<file path="src/rtl/interval_sequencer_pkg.sv">
// interval_sequencer_pkg: shared FSM state type and slot count for the interval sequencer.
package interval_sequencer_pkg;
  localparam int NUM_SLOTS = 4;
  typedef enum logic [1:0] {IDLE, LOAD, RUN, DONE} state_t;
endpackage

</file>
<file path="src/rtl/flex_counter.sv">
// flex_counter: up-counter with clear, enable and a registered flag when the count reaches rollover_val.
module flex_counter #(
  parameter int NUM_CNT_BITS = 4
) (
  input  logic                    clk,
  input  logic                    n_rst,
  input  logic                    clear,
  input  logic                    count_enable,
  input  logic [NUM_CNT_BITS-1:0] rollover_val,
  output logic [NUM_CNT_BITS-1:0] count_out,
  output logic                    rollover_flag
);
  logic [NUM_CNT_BITS-1:0] next_count;
  always_comb
    next_count = clear ? '0
               : !count_enable ? count_out
               : count_out == rollover_val ? NUM_CNT_BITS'(1)
               : count_out + NUM_CNT_BITS'(1);
  always_ff @(posedge clk)
    if (!n_rst) begin
      count_out     <= '0;
      rollover_flag <= 1'b0;
    end else begin
      count_out     <= next_count;
      rollover_flag <= !clear && next_count == rollover_val;
    end
endmodule

</file>
<file path="src/rtl/interval_sequencer.sv">
// interval_sequencer: times a programmed list of up to four intervals, pulsing a tick per interval and done at the end.
module interval_sequencer
  import interval_sequencer_pkg::*;
#(
  parameter int NUM_CNT_BITS = 4
) (
  input  logic                    clk,
  input  logic                    n_rst,
  input  logic                    start,
  input  logic                    abort,
  input  logic                    cfg_we,
  input  logic [1:0]              cfg_addr,
  input  logic [NUM_CNT_BITS-1:0] cfg_data,
  input  logic [1:0]              num_intervals,
  output logic                    busy,
  output logic [1:0]              slot_idx,
  output logic                    interval_tick,
  output logic                    done,
  output logic [NUM_CNT_BITS-1:0] count_out
);
  state_t state, next_state;
  logic [NUM_CNT_BITS-1:0] slots [NUM_SLOTS];
  logic [NUM_CNT_BITS-1:0] run_slots [NUM_SLOTS];
  logic [1:0] last_idx, next_idx;
  logic clear, count_enable, rollover_flag, go, last;
  logic [NUM_CNT_BITS-1:0] cur;
  assign go   = state == IDLE && start && !abort;
  assign last = slot_idx == last_idx;
  assign cur  = run_slots[slot_idx];
  assign busy = state != IDLE;
  // A run works from a snapshot so a same-cycle write cannot leak into it
  always_ff @(posedge clk)
    if (!n_rst) begin
      state     <= IDLE;
      slot_idx  <= '0;
      last_idx  <= '0;
      slots     <= '{default: '0};
      run_slots <= '{default: '0};
    end else begin
      state    <= next_state;
      slot_idx <= next_idx;
      if (go) begin
        last_idx  <= num_intervals;
        run_slots <= slots;
      end
      if (cfg_we && state == IDLE) slots[cfg_addr] <= cfg_data;
    end
  always_comb begin
    next_state    = state;
    next_idx      = slot_idx;
    clear         = 1'b0;
    count_enable  = 1'b0;
    interval_tick = 1'b0;
    done          = 1'b0;
    case (state)
      IDLE: if (go) begin
        next_state = LOAD;
        next_idx   = '0;
      end
      LOAD: begin
        clear      = 1'b1;
        next_state = abort ? IDLE : cur != '0 ? RUN : last ? DONE : LOAD;
        if (!abort && cur == '0 && !last) next_idx = slot_idx + 2'd1;
      end
      RUN:
        if (abort) begin
          next_state = IDLE;
          clear      = 1'b1;
        end else if (rollover_flag) begin
          interval_tick = 1'b1;
          next_state    = last ? DONE : LOAD;
          if (!last) next_idx = slot_idx + 2'd1;
        end else count_enable = 1'b1;
      DONE: begin
        next_state = IDLE;
        done       = !abort;
        clear      = abort;
      end
      default: next_state = IDLE;
    endcase
  end
  flex_counter #(.NUM_CNT_BITS(NUM_CNT_BITS)) counter (
    .clk          (clk),
    .n_rst        (n_rst),
    .clear        (clear),
    .count_enable (count_enable),
    .rollover_val (cur),
    .count_out    (count_out),
    .rollover_flag(rollover_flag)
  );
endmodule

</file>
<file path="config.mk">
export PLATFORM = sky130hd
export DESIGN_NAME = interval_sequencer
export DESIGN_NICKNAME = d
export VERILOG_FILES = /design/src/rtl/interval_sequencer_pkg.sv /design/src/rtl/flex_counter.sv /design/src/rtl/interval_sequencer.sv
export SDC_FILE = /design/constraint.sdc
export NUM_CORES = 1
export LEC_CHECK = 0
export ABC_AREA = 1
export CAP_MARGIN = 20
export CORE_MARGIN = 10
export CORE_UTILIZATION = 47
export DETAILED_ROUTE_END_ITERATION = 12
export GPL_TIMING_DRIVEN = 0
export PLACE_DENSITY = 0.68
export SLEW_MARGIN = 40
export SYNTH_ARGS = -nofsm -noshare
export SYNTH_HDL_FRONTEND = slang
export SYNTH_SLANG_ARGS = --single-unit
export TNS_END_PERCENT = 1
</file>
<file path="constraint.sdc">
create_clock -name clk -period 1.94 [get_ports clk]
set_input_delay 0.485 -clock clk [delete_from_list [all_inputs] [get_ports clk]]
set_output_delay 0.485 -clock clk [all_outputs]
set_load 0.005 [all_outputs]
</file>
==> impl_metrics.toml <==
[clocking]
clk-insertion-delay-late_ps = 300
cts.sinks = 43
cts_tree = "yes"
cts_buffers = 5
clock_tree.root_cell = "clkbuf_8"
clock_path_buffers = 2
clk_pin_slew_worst_paths_ps = 80
h-tree-depth = 2

[floorplan]
die_area_sq_um = 7710
initial_core_util = 0.490
die_w_um = 87.8
num_rows = 24
io_pins = 22
die_y_um = 87.8
core_area_sq_um = 4410

[cells_and_area]
area_delta_synth_final_pct = 23.7
final_common_cell = "nor2_1"
drive_gt1_frac = 0.163
layout.nets = 368
antenna_cells = 0
final_cell_mix = "nor2_1, nand2_1, dfxtp_1"
final_cells = 401
final_util = 0.606

[global_routing]
grt_start_max_net_pins = 14
grt_pass1_wl_mm = 8.29
grt-ovfl-total = 0
antenna_found_initial = 0
grt_pass1_vias = 1873
grtUsageTotal = 0.133

[logic_synthesis]
seq_area_frac_synth = 0.398
syn_nets = 336
yosys_register_bits = 43
synth_top_family_by_area = "simple AND/OR/NAND/NOR gates"
avgSynthCellArea_sq_um = 6.82
synth_compound_area_frac = 0.117
syn-cell-area_sq_um = 2160
synthAdderAreaFrac = 0.0347
synth_simple_gate_area_frac = 0.355
synth.distinct_cells = 24
ys.warnings.count = 0
synth_xor_area_frac = 0.00810
synth_mux_area_frac = 0
synthCells = 317

[detailed_routing]
routed_wl_mm = 5.09
num_vias = 2017
wire_per_inst_um = 12.7
drtIter0Drc = 93
drtAntennaViolNets = 0
detail_route.vias_per_cell = 5.03
drc = 0
firstDrtPassIters = 5

[worst_setup_path]
r2r_start = "state[0]"
worst-path-buf-inv = 4
cpPeakStageDelay_ps = 380
cp_top_family = "buffers and inverters"
cp-start-kind = "flip-flop"
worstPathCellList = "inv_6, ha_4, inv_2, nor2_4, inv_1, nor2_2, clkdlybuf4s15_2"
worst-path-stages = 7
end_kind = "output pin"
cp-startpoint = "state[0]"
reg2regPathDepth = 15
worstReg2RegEnd = "counter.rollover_flag"
cp.required_ps = 1450
cp_slowest_cell = "dfxtp_4"
regToRegSetupSlack_ps = 60
cp.arrival_ps = 1420
crit_type = "reg2out"
cp_max_fo = 4

[worst_hold_path]
hold_end = "state[0]"
hold_depth = 3
min_path_type = "in2reg"
hold_start = "n_rst"

[outcome]
status = "completed"

[timing]
rsz0062_at_grt = "yes"
achievable-frequency_mhz = 524
finalCriticalPeriod_ps = 1910
hold_viol = 0
maxSlewHeadroom = 0.671
finalSetupViolCount = 0
layout_setup_ws_ps = 32.5
fin_crit_sh = 0.983
worstMarginPinSlew_ps = 490
maxSlewViolCount = 0
clock_skew_ps = 5.86

[power_and_ir_drop]
seqPwrFrac = 0.440
p_switching_uw = 721
power.total_mw = 2.29
internal-power_mw = 1.57
switching_share = 0.315
p_per_area_nw_per_um2 = 855
power_frac_clock = 0.303
combinationalPowerShare = 0.257
cellLeakagePower_nw = 1.16
ir_drop_mv = 0.626

[placement]
dp.cells = 389
hpwlAfterDp_mm = 3.75
place_ws_ps = -493
gp_congestion = 0.890
numPortBuffers = 20

[flow_run]
cap_viol_max_count = 0
## flip-flops by register name, indices dropped and copies added, names as in the netlist
signal	flops
slot_idx	2
state	2
slots	16
counter.rollover_flag	1
last_idx	2
run_slots	16
counter.count_out	4
## Yosys cell counts, drive strengths merged
cell type / number / share of area
a211oi: 1 / 0.0035
a21boi: 1 / 0.0035
a21oi: 7 / 0.016
a31oi: 1 / 0.0029
buf: 6 / 0.024
clkbuf: 3 / 0.0052
dfxtp: 43 / 0.40
ha: 6 / 0.035
inv: 31 / 0.057
nand2: 62 / 0.12
nand3: 24 / 0.072
nor2: 85 / 0.15
nor3: 6 / 0.016
nor4: 1 / 0.0029
o21ai: 37 / 0.087
o31ai: 1 / 0.0035
xnor2: 2 / 0.0081
## power groups by stage
stage	clock network, mW	logic [mW]	registers (mW)
2_1_floorplan	0	0.399	1.01
4_1_cts	0.703	0.557	1.00
5_1_grt	0.728	0.666	1.02
6_report	0.693	0.589	1.01
3_5_place_dp	0	0.540	1.02
3_3_place_gp	0	0.533	1.02
## cell type report
class | count | area (sq um)
Multi-Input combinational cell | 234 | 1190
Clock buffer | 5 | 68.8
Fill cell | 408 | 1740
Sequential cell | 43 | 870
Clock inverter | 2 | 37.5
Inverter | 31 | 134
Tap cell | 52 | 65.1
Buffer | 9 | 63.8
Timing Repair Buffer | 25 | 243
## metrics by stage
step / TNS, ps / hold WS [ps] / cell area [sq um]
final: 0 / 428 / 2680
after global routing: -107 / 447 / 2680
after CTS: -61.9 / 430 / 2580
after detailed placement: -5920 / 472 / 2430
after global placement: -5740 / 464 / 2430
after floorplan: 0 / 455 / 2160
## kinds of logic after synthesis
| group | Yosys count |
|---|---|
| AND/OR/NAND/NOR | 178 |
| AO/OA/AOI/OAI | 48 |
| flip-flops | 43 |
| buffers and inverters | 40 |
| adder cells (fa/ha/maj) | 6 |
| XOR/XNOR | 2 |
## what timing repair did
item / CTS / global route
hold buffers: 0 / 0
pin swaps: 2 / 11
gates resized for setup: 17 / 21
setup buffers: 1 / 4
setup endpoints to repair: 16 / 4
## worst register-to-register path, stage by stage (launching register included)
cell and delay, ps:
dfxtp_4 380, inv_6 70, ha_4 120, inv_2 40, nor2_4 80, buf_6 120
nand2_8 50, nor2_4 100, a21oi_2 70, nor3_2 220, nand2_1 100, nand2_1 80
nand2_1 60, nor2_2 120, nand2_1 80, nor2_2 140
## routing by layer
| layer | wire length, um | track usage |
|---|---|---|
| met5 | 0 | 0 |
| met4 | 112 | 0.0652 |
| met3 | 307 | 0.0390 |
| met2 | 2410 | 0.226 |
| met1 | 2250 | 0.148 |
## how the worst max path moves through the flow
stage | to | slack [ps]
4_1_cts | interval_tick | -60
2_1_floorplan | counter.rollover_flag | 260
6_report | interval_tick | 30
5_1_grt | counter.rollover_flag | -70
3_3_place_gp | interval_tick | -480
3_5_place_dp | slot_idx[0] | -490
(Power assumes the default switching activity.)
